**config.mk**
```make
export PLATFORM = sky130hd
export DESIGN_NAME = bus_master_seq
export DESIGN_NICKNAME = d
export VERILOG_FILES = /design/src/rtl/bus_master_seq.sv
export SDC_FILE = /design/constraint.sdc
export NUM_CORES = 1
export LEC_CHECK = 0
export ABC_AREA = 1
export BUFFER_PORTS_ARGS = -buffer_cell sky130_fd_sc_hd__buf_2
export CORE_MARGIN = 8
export CORE_UTILIZATION = 57
export DETAILED_ROUTE_END_ITERATION = 7
export GPL_TIMING_DRIVEN = 0
export PLACE_DENSITY = 0.9
export SLEW_MARGIN = 10
export SYNTH_ARGS = -nofsm -noshare
export SYNTH_HDL_FRONTEND = slang
export SYNTH_SLANG_ARGS = --single-unit
```
**constraint.sdc**
```tcl
create_clock -name clk -period 2.5 [get_ports clk]
set_clock_uncertainty 0.1 [all_clocks]
set_input_delay 0.25 -clock clk [delete_from_list [all_inputs] [get_ports clk]]
set_output_delay 0.25 -clock clk [all_outputs]
set_load 0.01 [all_outputs]
```
**src/rtl/bus_master_seq.sv**
```systemverilog
// Queued CPU-side bus master: buffers read/write requests in a small FIFO and
// runs each as a ce/rd/wr bus cycle, waiting for bus_ack with a timeout.
module bus_master_seq #(
  parameter int AW         = 8,
  parameter int DW         = 8,
  parameter int FIFO_DEPTH = 4,
  parameter int TIMEOUT    = 15
) (
  input  logic          clk,
  input  logic          reset,
  input  logic          req_valid,
  output logic          req_ready,
  input  logic          req_wr,
  input  logic [AW-1:0] req_addr,
  input  logic [DW-1:0] req_wdata,
  output logic          rsp_valid,
  output logic          rsp_wr,
  output logic          rsp_err,
  output logic [DW-1:0] rsp_rdata,
  output logic          busy,
  output logic          bus_ce,
  output logic          bus_rd,
  output logic          bus_wr,
  output logic [AW-1:0] bus_addr,
  output logic [DW-1:0] bus_data_wr,
  input  logic [DW-1:0] bus_data_rd,
  input  logic          bus_ack
);

  localparam int PW = (FIFO_DEPTH > 1) ? $clog2(FIFO_DEPTH) : 1;
  localparam int CW = PW + 1;
  localparam int EW = 1 + AW + DW;
  localparam logic [CW-1:0] DEPTH_C   = CW'(FIFO_DEPTH);
  localparam logic [7:0]    TIMEOUT_C = 8'(TIMEOUT);

  localparam logic [1:0] ST_IDLE   = 2'd0;
  localparam logic [1:0] ST_ACCESS = 2'd1;
  localparam logic [1:0] ST_RESP   = 2'd2;

  // Entry layout: {wr, addr, wdata}
  logic [EW-1:0] fifo_mem [FIFO_DEPTH];
  logic [PW-1:0] wr_ptr_reg;
  logic [PW-1:0] rd_ptr_reg;
  logic [CW-1:0] count_reg;
  logic [1:0]    state_reg;
  logic [7:0]    tcnt_reg;
  logic          cur_wr_reg;

  logic          push;
  logic          pop;
  logic [EW-1:0] head;
  logic          head_wr;

  assign req_ready = (count_reg != DEPTH_C);
  assign push      = req_valid && req_ready;
  assign pop       = (state_reg == ST_IDLE) && (count_reg != '0);
  assign head      = fifo_mem[rd_ptr_reg];
  assign head_wr   = head[EW-1];
  assign busy      = (state_reg != ST_IDLE) || (count_reg != '0);

  always_ff @(posedge clk) begin
    if (push) begin
      fifo_mem[wr_ptr_reg] <= {req_wr, req_addr, req_wdata};
    end
  end

  always_ff @(posedge clk or posedge reset) begin
    if (reset) begin
      wr_ptr_reg <= '0;
      rd_ptr_reg <= '0;
      count_reg  <= '0;
    end else begin
      if (push) wr_ptr_reg <= wr_ptr_reg + PW'(1);
      if (pop)  rd_ptr_reg <= rd_ptr_reg + PW'(1);
      case ({push, pop})
        2'b10:   count_reg <= count_reg + CW'(1);
        2'b01:   count_reg <= count_reg - CW'(1);
        default: count_reg <= count_reg;
      endcase
    end
  end

  always_ff @(posedge clk or posedge reset) begin
    if (reset) begin
      state_reg   <= ST_IDLE;
      tcnt_reg    <= '0;
      cur_wr_reg  <= 1'b0;
      bus_ce      <= 1'b0;
      bus_rd      <= 1'b0;
      bus_wr      <= 1'b0;
      bus_addr    <= '0;
      bus_data_wr <= '0;
      rsp_valid   <= 1'b0;
      rsp_wr      <= 1'b0;
      rsp_err     <= 1'b0;
      rsp_rdata   <= '0;
    end else begin
      // Response fields default low so the pulse lasts exactly one cycle.
      rsp_valid <= 1'b0;
      rsp_wr    <= 1'b0;
      rsp_err   <= 1'b0;
      rsp_rdata <= '0;
      case (state_reg)
        ST_IDLE: begin
          if (pop) begin
            bus_ce      <= 1'b1;
            bus_rd      <= !head_wr;
            bus_wr      <= head_wr;
            bus_addr    <= head[AW+DW-1:DW];
            bus_data_wr <= head_wr ? head[DW-1:0] : '0;
            cur_wr_reg  <= head_wr;
            tcnt_reg    <= '0;
            state_reg   <= ST_ACCESS;
          end
        end
        ST_ACCESS: begin
          // Ack takes priority over a timeout landing on the same edge.
          if (bus_ack || (tcnt_reg + 8'd1 == TIMEOUT_C)) begin
            rsp_valid   <= 1'b1;
            rsp_wr      <= cur_wr_reg;
            rsp_err     <= !bus_ack;
            rsp_rdata   <= (bus_ack && !cur_wr_reg) ? bus_data_rd : '0;
            bus_ce      <= 1'b0;
            bus_rd      <= 1'b0;
            bus_wr      <= 1'b0;
            bus_addr    <= '0;
            bus_data_wr <= '0;
            state_reg   <= ST_RESP;
          end else begin
            tcnt_reg <= tcnt_reg + 8'd1;
          end
        end
        ST_RESP: begin
          state_reg <= ST_IDLE;
        end
        default: begin
          state_reg <= ST_IDLE;
        end
      endcase
    end
  end

endmodule

```
# After elaboration in Yosys (flattened, before gate mapping)

Memories as Yosys holds them, arrays and structs flattened.
Index checks and enable logic that the tools add are counted.
Widths: inputs -> output; s select.

Bits in registers: 48
Memory bits (writable): 68
Input port bits: 29
Output and inout port bits: 32
Memories kept: 1

Memories:

| name     | depth | bits a word | rd ports | clocked after memory_dff | wr ports | line | source |
|---|---|---|---|---|---|---|---|
| fifo_mem | 4     | 17          | 1        | 0                        | 1        | 41   | `logic [EW-1:0] fifo_mem [FIFO_DEPTH];` |

Add/sub/neg operators: 5
Equality and inequality tests: 8
Multiplexer cells: 31
Reductions and logical operators: 17

Operators with widths:

| operator            | number |
|---|---|
| $mux 8              | 9 |
| $pmux 8 s2          | 3 |
| $mux 1              | 12 |
| $add 8x1->8 const B | 1 |
| $eq 8x4->1 const B  | 1 |
| $ne 2x2->1 const B  | 3 |
| $pmux 1 s2          | 3 |
| $pmux 3 s2          | 1 |
| $reduce_and 3->1    | 2 |
| $reduce_bool 2->1   | 3 |
| $add 2x1->2 const B | 2 |
| $eq 2x1->1 const B  | 2 |
| $mux 2              | 2 |
| $pmux 2 s2          | 1 |
| $reduce_and 2->1    | 2 |
| $add 3x1->3 const B | 1 |
| $logic_and 1x1->1   | 3 |
| $logic_not 1->1     | 3 |
| $ne 3x3->1 const B  | 1 |
| $reduce_bool 3->1   | 1 |
| $sub 3x1->3 const B | 1 |
| $eq 2x2->1 const B  | 1 |
| $logic_not 2->1     | 1 |
| $logic_or 1x1->1    | 2 |

# Longest topological paths before layout

Gate-level depths: netlist of the first run.

Word-level depth: 5
Depth in mapped cells: 12

# Worst setup path before layout of the first run

No wires, ideal clock.

Path type: register to register
Start: register state_reg[1]
End: register count_reg[2]
Arrival time: 1958 ps
Slack: 311 ps
Stages on the path, launching flop included: 11
Path buffers: 1
Period minus slack after synthesis: 2189 ps
Cell sequence: dfrtp_1 > nor2_1 > o31ai_1 > inv_1 > clkbuf_1 > ha_1 > inv_1 > fa_1 > a21oi_1 > o21ai_0 > xor2_1

Word-level cells in the longest chain between the ends: 4

RTL lines:

| item                                                   | line | source |
|---|---|---|
| start: declaration                                     | 45   | `logic [1:0] state_reg;` |
| start signal: assignment                               | 85   | `state_reg <= ST_IDLE;` |
| start signal: assignment                               | 113  | `state_reg <= ST_ACCESS;` |
| start signal: assignment                               | 128  | `state_reg <= ST_RESP;` |
| $logic_not 2->1 *                                      | 56   | `assign pop = (state_reg == ST_IDLE) && (count_reg != '0);` |
| $logic_and 1x1->1 *                                    | 56   |  |
| via pop                                                | 50   | `logic pop;` |
| $eq 2x1->1 / $eq 2x2->1 (equally long branches)        | 75   | `case ({push, pop})` |
| $pmux 3 s2 / $reduce_bool 2->1 (equally long branches) | n/a  |  |
| end signal: assignment                                 | 76   | `2'b10: count_reg <= count_reg + CW'(1);` |
| end signal: assignment                                 | 77   | `2'b01: count_reg <= count_reg - CW'(1);` |
| end signal: assignment                                 | 78   | `default: count_reg <= count_reg;` |
| end: declaration                                       | 44   | `logic [CW-1:0] count_reg;` |

The timed path passes the listed nets; every way through them passes the cells marked *.
A chain may end at the register's enable or synchronous reset.

# Final worst setup path of the first run

Start: register count_reg[0]
End: register count_reg[2]

Word-level cells in the longest chain between the ends: 4

RTL lines:

| item                                                   | line |
|---|---|
| $ne 3x3->1 / $reduce_bool 3->1 (equally long branches) | 54, 56 |
| $logic_and 1x1->1 (on tied branches)                   | 55, 56 |
| $eq 2x1->1 / $eq 2x2->1 (equally long branches)        | 75 |
| $pmux 3 s2 / $reduce_bool 2->1 (equally long branches) | n/a |

Several ways; a longest one is shown, not always the timed one.

==> impl_metrics.yaml, run 1 <==
synthesis:
  synth_seq_cells: 116
  ys.flop_type: "edfxtp_1"
  synth_top_area_share_pct: 43.7
  synth_cells: 418
  synth-adder-area-share_pct: 2.30
  synth-xor-area-share_pct: 0.750
  synth_top_area_cell: "edfxtp_1"
  syn-cell-area_sq_mm: 0.00467
  muxShareOfSynthArea_pct: 0
  postSynthAreaPerCell_sq_um: 11.2
  async_reset_ff_share_pct: 41.4
  synth_simple_gate_area_share_pct: 16.6
  synthesis.nets: 455
  synth_top_family_by_area: "simple AND/OR/NAND/NOR gates"
  synth_compound_area_share_pct: 6.86
  synth_area_leaders: "edfxtp_1 44%, dfrtp_1 26%, nand2_1 7.7%, nor2_1 4.6%, o21ai_0 3.8%"
  synth_edf_count: 68
  yosysSeqAreaShare_pct: 69.5
  synth_cell_types: 28
  synth_warnings: 0
timing:
  worst_slew_pin_slew_ns: 0.545
  min_period_ns: 2.23
  fmax_ghz: 0.448
  rsz0062_at_grt: "false"
  slew_violations: 0
  post-route-period-util_pct: 89.2
  hold_viol: 0
  worst_slack_ns: 0.270
  max_slew_margin_pct: 63.7
  setup_viol: 0
  setup-tns-final_ns: 0
clock_network:
  clk_pin_slew_ns: 0.06
  cts_tree: "yes"
  root_buffer: "clkbuf_8"
  insertion_delay_ns: 0.52
  cts_setup_buffers: 0
  numCtsBuffers: 17
  clk_path_buf_depth: 2
  htree_levels: 4
  cts_sinks: 116
setup_path:
  endpoint_kind: "flop"
  path_common_cell: "inv_1"
  setup.worst_path.start_class: "flop"
  worst-path-max-fanout: 8
  cp.required_ns: 2.79
  crit_slowest_cell: "dfrtp_1"
  slowest_delay_ns: 0.42
  worst-r2r-setup-slack_ns: 0.27
  crit_type: "reg -> reg"
  arrival_ns: 2.52
  crit_path_cell_trace: "inv_1 > nand3_1 > nand2_2 > ha_1 > inv_1 > fa_1 > a21oi_1 > o21ai_0 > xor2_1"
route:
  routed_via_density: 5.56
  vias: 3593
  routedWlPerCell_um: 17.8
  first_pass_iters: 5
  ant_nets: 0
  drt_wl_total_um: 11500
  drt_iter0_markers: 322
  drc: 0
cells_and_area:
  syn2layout_area_growth_pct: 29.3
  final_net_count: 565
  stdcell_count: 646
  drive_gt1_share_pct: 21.4
  final_common_cell: "nand2_1"
  largest_reg_flops: 68
  mostFrequentLayoutCells: "95 x nand2_1, 68 x edfxtp_1, 61 x buf_2, 53 x nor2_1, 48 x dfrtp_1"
  top_register: "fifo_mem"
  diodes: 0
floorplanning:
  row_count: 33
  dieArea_sq_mm: 0.0113
  fp.dieH_um: 107
  top_level_ports: 61
  dieWidth_um: 107
  initial_core_util_pct: 57.7
  core_area_sq_mm: 0.00809
placed_design:
  dp.cells: 588
  hpwl_um: 7070
  pre_cts_ws_ns: 0.00487
  io_buffers: 60
  place_congestion: 0.789
worst_hold_path:
  hold_path.class: "in -> async"
job:
  maxCapViolCount: 0
outcome:
  status: "finished, final reports clean"
grt:
  grt_pass1_wl_um: 18900
  grt-ovfl-total: 0
  grt_start_max_net_pins: 41
  grt_pass1_vias: 3681
  grtUsageTotal_pct: 21.6
  antenna_found_initial: 0
pwr:
  peakVddDrop_v: 0.000728
  p_leak_nw: 2.67
  p_per_area_mw_per_mm2: 1230
## critical path, delay by kind of cell, from the launching register on
kind / cells / cell delay [ns]
adders and majority gates: 2 / 0.57
DFF: 1 / 0.42
and+or+nand+nor: 2 / 0.38
AOI/OAI and AO/OA: 2 / 0.28
buffers and inverters: 2 / 0.21
xor gates and xnor gates: 1 / 0.15
## metrics by stage
step / instance area, sq um / hold WS [ns] / utilization (%) / power, mW
global placement: 5100 / 0.352 / 63.0 / 4.74
CTS: 6030 / 0.0854 / 74.5 / 7.37
finish: 6040 / 0.0829 / 74.6 / 7.40
floorplan: 4670 / 0.223 / - / 4.12
global route: 6040 / 0.103 / 74.6 / 7.80
detailed placement: 5190 / 0.0753 / 64.1 / 4.96
## final cells by class
type | instances | area, sq um
inverters | 33 | 124
clock buffers | 17 | 414
well taps | 105 | 131
multi-input cells | 255 | 1250
plain buffers | 13 | 61.3
flip-flops and latches | 116 | 3240
fillers | 483 | 2050
clock inverters | 15 | 159
repair buffers | 92 | 651
## power by group
group          internal (mW)  switching (mW)  leakage, nW  total [mW]
Sequential              2.52           0.223         1.25        2.74
Clock                   1.36           0.976        0.274        2.34
Combinational          0.746            1.57         1.15        2.32
Total                   4.63            2.77         2.67        7.40
## synthesized netlist by cell type (all sizes together), types with 3 or more instances
library cell  number
nor2              61
ha                 7
clkbuf            11
o21ai             36
edfxtp            68
inv               32
o22ai             16
dfrtp             48
a21oi              3
nand2             99
buf                3
nand3             17
nand4              7
xor2               3
## logic make-up after synthesis
| family | count (synthesis) |
|---|---|
| simple gates | 185 |
| flops | 116 |
| compound gates | 58 |
| buf+inv | 47 |
| fa+ha+maj | 8 |
| xor+xnor | 4 |
## what timing repair did
| item | CTS | global route |
|---|---|---|
| hold buffers | 27 | 0 |
| hold endpoints to repair | 125 | 0 |
| resized for setup | 0 | 3 |
| endpoints found under the setup margin | 1 | 2 |
## final timing paths
path / cells after the start / startpoint / endpoint
setup / recovery: 9 / count_reg[0] / count_reg[2]
hold / removal: 3 / reset / bus_addr[1]
setup reg to reg: 9 / count_reg[0] / count_reg[2]
hold reg to reg: 2 / bus_data_wr[6] / bus_data_wr[6]
max in group asynchronous: 4 / reset / rsp_err
min in group clk: 3 / req_valid / wr_ptr_reg[0]
## per-layer routing
metal | GRT usage [%] | up-vias | routed length, um
met1 | 25.8 | 1715 | 4570
met5 | 0 | - | 0
met4 | 9.25 | 0 | 274
met2 | 35.4 | 214 | 5760
li1 | - | 1638 | -
met3 | 7.02 | 26 | 927
(Power assumes the default switching activity.)
==> run 2, diff against run 1 <==
==> constraint.sdc (replaced) <==
create_clock -name clk -period 2.11 [get_ports clk]
set_clock_uncertainty 0.1 [all_clocks]
set_input_delay 0.211 -clock clk [delete_from_list [all_inputs] [get_ports clk]]
set_output_delay 0.211 -clock clk [all_outputs]
set_load 0.01 [all_outputs]
==> impl_metrics.yaml, run 2 (synthesis gave the netlist of run 1 again) <==
floorplanning:
  top_level_ports: 61
  initial_core_util_pct: 57.7
  core_area_sq_mm: 0.00809
  fp.dieH_um: 107
  dieArea_sq_mm: 0.0113
  dieWidth_um: 107
  row_count: 33
setup_path:
  crit_slowest_cell: "dfrtp_1"
  worst-path-max-fanout: 3
  setup.worst_path.start_class: "flop"
  crit_type: "reg -> reg"
  critPathTopFamily: "adder cells"
  arrival_ns: 2.34
  path_common_cell: "inv_1"
  slowest_delay_ns: 0.42
  worst-path-buf-inv: 2
  cp.required_ns: 2.40
  endpoint_kind: "flop"
  crit_path_cell_trace: "inv_1 > nand3_2 > nand2_4 > ha_2 > inv_1 > fa_2 > a21oi_2 > o21ai_1 > xor2_1"
cells_and_area:
  num-fill-cells: 480
  final_net_count: 580
  largest_reg_flops: 68
  syn2layout_area_growth_pct: 32.1
  final_area_sq_mm: 0.00617
  drive_gt1_share_pct: 24.6
  diodes: 0
  mostFrequentLayoutCells: "95 x nand2_1, 68 x edfxtp_1, 61 x buf_2, 52 x nor2_1, 47 x dfrtp_1"
  top_register: "fifo_mem"
  final_common_cell: "nand2_1"
grt:
  grt_pass1_vias: 3712
  grt_pass1_wl_um: 18300
  grt_start_max_net_pins: 40
  use_met3_pct: 6.11
  top_usage_layer: "met2"
  grt-ovfl-total: 0
  antenna_found_initial: 0
  met2_usage_pct: 38.2
  grtUsageTotal_pct: 21.1
  met1_usage_pct: 22.8
timing:
  fmax_ghz: 0.487
  min_period_ns: 2.05
  slew_violations: 0
  hold_slack_ns: 0.0563
  rsz0062_at_grt: "true"
  hold_viol: 0
  setup_viol: 0
  worst_slew_pin_slew_ns: 0.539
  post-route-period-util_pct: 97.3
  worst_slack_ns: 0.0576
  max_slew_margin_pct: 64.1
  setup-tns-final_ns: 0
placed_design:
  hpwl_um: 6980
  dpl_cell_area_sq_mm: 0.00519
  pre_cts_ws_ns: -0.318
  place_congestion: 0.795
  io_buffers: 60
clock_network:
  htree_levels: 4
  numCtsBuffers: 17
  insertion_delay_ns: 0.52
  cts_tree: "yes"
  clk_pin_slew_ns: 0.06
  root_buffer: "clkbuf_8"
  clk_path_buf_depth: 2
  cts_sinks: 116
worst_hold_path:
  hold_path.class: "in -> reg"
route:
  drt_iter0_markers: 261
  vias: 3600
  drt_wl_total_um: 11500
  drc: 0
  first_pass_iters: 5
  routed_via_density: 5.45
  ant_nets: 0
  routedWlPerCell_um: 17.5
pwr:
  p_leak_nw: 2.72
  p_per_area_mw_per_mm2: 1440
  p_total_mw: 8.87
  peakVddDrop_v: 0.000930
job:
  maxCapViolCount: 0
outcome:
  status: "finished, final reports clean"
run 2: area by class of cell:
class	count	area [sq um]	area share [%]
Multi-Input combinational cell	255	1290	20.9
Timing Repair Buffer	106	756	12.2
Clock buffer	17	414	6.71
Inverter	33	124	2.01
Tap cell	105	131	2.13
Clock inverter	15	133	2.15
Buffer	14	75.1	1.22
Sequential cell	116	3240	52.6
run 2: metrics by stage:
stage | utilization [%] | std cells
after floorplan | - | 418
after global placement | 63.0 | 583
after detailed placement | 64.2 | 588
after CTS | 75.4 | 654
after global routing | 76.2 | 661
final | 76.2 | 661
run 2: what timing repair did:
| item | 4_1_cts | 5_1_grt |
|---|---|---|
| hold buffers | 27 | 0 |
| setup buffers | 7 | 7 |
| endpoints found under the hold margin | 130 | 0 |
| endpoints found under the setup margin | 3 | 13 |
| resized for setup | 9 | 8 |
| pin swaps | 2 | 3 |
run 2: path summary, 6_finish.rpt:
path                                     start              to  slack, ns  depth (start not counted)
worst max-delay path              count_reg[1]    count_reg[2]       0.06                          9
worst min-delay path                 req_valid   wr_ptr_reg[0]       0.06                          4
worst max register to register    count_reg[1]    count_reg[2]       0.06                          9
worst min register to register  bus_data_wr[5]  bus_data_wr[5]       0.36                          2
max in group asynchronous                reset    count_reg[2]       1.35                          4
min in group asynchronous                reset     bus_addr[1]       0.07                          3
run 2: routing by layer:
metal	wire, um	vias to the layer above
li1	-	1662
met1	4430	1750
met2	6080	166
met3	835	22
met4	195	0
met5	0	-
run 2: worst reg2reg max path, stage by stage (launching register included):
cell and delay, ns:
dfrtp_1 0.42, inv_1 0.17, nand3_2 0.15, nand2_4 0.10, ha_2 0.17, inv_1 0.08, fa_2 0.36, a21oi_2 0.14
o21ai_1 0.09, xor2_1 0.15
run 2: power breakdown:
group / leakage, nW / internal (mW) / switching [mW]
sequential: 1.25 / 2.99 / 0.286
combinational: 1.22 / 1.06 / 1.92
clock: 0.252 / 1.56 / 1.06
==> run 3, diff against run 2 <==
--- a/config.mk
+++ b/config.mk
@@ -7,6 +7,7 @@
 export LEC_CHECK = 0
 export ABC_AREA = 1
 export BUFFER_PORTS_ARGS = -buffer_cell sky130_fd_sc_hd__buf_2
+export CORE_ASPECT_RATIO = 1.5
 export CORE_MARGIN = 8
 export CORE_UTILIZATION = 57
 export DETAILED_ROUTE_END_ITERATION = 7
==> impl_metrics.yaml, run 3 (synthesis gave the netlist of run 1 again) <==
grt:
  grt_pass1_vias: 3761
  grt_pass1_wl_um: 18600
  grt_start_max_net_pins: 34
  grtUsageTotal_pct: 21.1
  antenna_found_initial: 0
  grt-ovfl-total: 0
timing:
  worst_slew_pin_slew_ns: 0.556
  setup-tns-final_ns: 0
  max_slew_margin_pct: 62.9
  post-route-period-util_pct: 97.7
  slew_violations: 0
  min_period_ns: 2.06
  fmax_ghz: 0.485
  hold_viol: 0
  setup_viol: 0
route:
  vias: 3685
  first_pass_iters: 6
  drt_iter0_markers: 348
  drt_wl_total_um: 12100
  routed_via_density: 5.59
  routedWlPerCell_um: 18.4
  ant_nets: 0
  drc: 0
clock_network:
  htree_levels: 4
  cts_tree: "yes"
  clk_path_buf_depth: 2
  insertion_delay_ns: 0.42
  clk_pin_slew_ns: 0.05
  root_buffer: "clkbuf_16"
  cts_sinks: 116
  numCtsBuffers: 17
placed_design:
  place_congestion: 0.846
  io_buffers: 60
  hpwl_um: 7120
cells_and_area:
  mostFrequentLayoutCells: "95 x nand2_1, 68 x edfxtp_1, 61 x buf_2, 51 x nor2_1, 48 x dfrtp_1"
  drive_gt1_share_pct: 24.5
  diodes: 0
  final_net_count: 578
  register_area_sq_mm: 0.00324
  num-fill-cells: 449
  syn2layout_area_growth_pct: 33.0
  final_common_cell: "nand2_1"
  largest_reg_flops: 68
  fin_util_pct: 77.6
  top_register: "fifo_mem"
  multiInputGateArea_sq_mm: 0.00131
job:
  maxCapViolCount: 0
setup_path:
  endpoint_kind: "flop"
  worst-path-buf-inv: 3
  crit_path_cell_trace: "nor2_4 > o31ai_4 > inv_2 > buf_8 > ha_4 > inv_2 > fa_2 > a21oi_2 > o21ai_2 > xor2_1"
  slowest_delay_ns: 0.42
  cp.required_ns: 2.31
  crit_type: "reg -> reg"
  setup.worst_path.start_class: "flop"
  arrival_ns: 2.26
  critPathTopFamily: "adder cells"
  worst-path-max-fanout: 4
  path_common_cell: "inv_2"
  worst-r2r-setup-slack_ns: 0.05
  crit_slowest_cell: "dfrtp_1"
floorplanning:
  fp.dieH_um: 127
  dieWidth_um: 89.9
  row_count: 40
  dieArea_sq_mm: 0.0114
  top_level_ports: 61
  initial_core_util_pct: 58.3
  core_area_sq_mm: 0.00801
pwr:
  p_per_area_mw_per_mm2: 1490
  peakVddDrop_v: 0.000863
  p_leak_nw: 2.74
  comb_power_share_pct: 33.6
  seqPwrFrac_pct: 35.7
  switching_power_mw: 3.31
  pwr-share-clk_pct: 30.7
  p_int_mw: 5.93
  p_total_mw: 9.23
  p_sw_share_pct: 35.8
outcome:
  status: "finished, final reports clean"
worst_hold_path:
  hold_path.class: "in -> reg"
run 3: cell types whose count changed in the layout (fill, tap and decap cells not counted), sizes merged:
cell and delta:
inv -3, bufinv +2, buf -1
run 3: worst register-to-register path: cells and delay by family, from the launching register on:
| kind | cells | cell delay, ns |
|---|---|---|
| xor gates and xnor gates | 1 | 0.14 |
| AOI/OAI and AO/OA | 3 | 0.35 |
| DFF | 1 | 0.42 |
| adders and majority gates | 2 | 0.48 |
| and+or+nand+nor | 1 | 0.16 |
| buffers and inverters | 3 | 0.28 |
run 3: layout make-up:
| class | instances | share of cell area [%] |
|---|---|---|
| Clock inverter | 14 | 2.62 |
| Tap cell | 105 | 2.11 |
| Clock buffer | 18 | 6.91 |
| Buffer | 14 | 1.23 |
| Multi-Input combinational cell | 255 | 21.1 |
| Timing Repair Buffer | 104 | 11.9 |
| Sequential cell | 116 | 52.2 |
| Inverter | 33 | 1.99 |
run 3: power by group through the flow:
stage | clock network, mW | logic (mW) | registers [mW]
after global placement | 0 | 2.32 | 3.25
final | 2.84 | 3.10 | 3.30
after CTS | 2.84 | 2.84 | 3.27
after global routing | 2.96 | 3.34 | 3.32
after detailed placement | 0 | 2.55 | 3.28
after floorplan | 0 | 1.60 | 3.28
run 3: worst paths after layout:
| path | start | endpoint | depth (start not counted) |
|---|---|---|---|
| max reg2reg | state_reg[1] | count_reg[2] | 10 |
| max in group asynchronous | reset | bus_addr[2] | 4 |
| min in group asynchronous | reset | bus_data_wr[7] | 3 |
| min reg2reg | bus_data_wr[7] | bus_data_wr[7] | 2 |
| max | state_reg[1] | count_reg[2] | 10 |
| min | req_valid | count_reg[1] | 4 |
run 3: per-stage QoR:
stage / cell area (sq um) / setup slack [ns] / std cells / hold slack (ns)
2_1_floorplan: 4670 / 0.0428 / 418 / 0.184
3_3_place_gp: 5100 / -0.392 / 583 / 0.321
3_5_place_dp: 5190 / -0.417 / 588 / 0.0973
4_1_cts: 6120 / 0.000162 / 650 / 0.159
5_1_grt: 6210 / -0.0658 / 659 / 0.163
6_report: 6210 / 0.0490 / 659 / 0.168
run 3: repair_timing:
item,CTS,global route
buffers inserted,3,9
endpoints found under the setup margin,3,36
resized for setup,14,7
pin swaps,3,3
hold buffers,27,0
cloned,0,0
hold endpoints to repair,125,0
run 3: metal layers:
layer	GRT usage (%)	up-vias	part of all wire, %
li1	-	1654	-
met1	20.9	1760	35
met2	37.2	218	53
met3	7.62	53	7.5
met4	12.7	0	3.9
met5	0	-	0
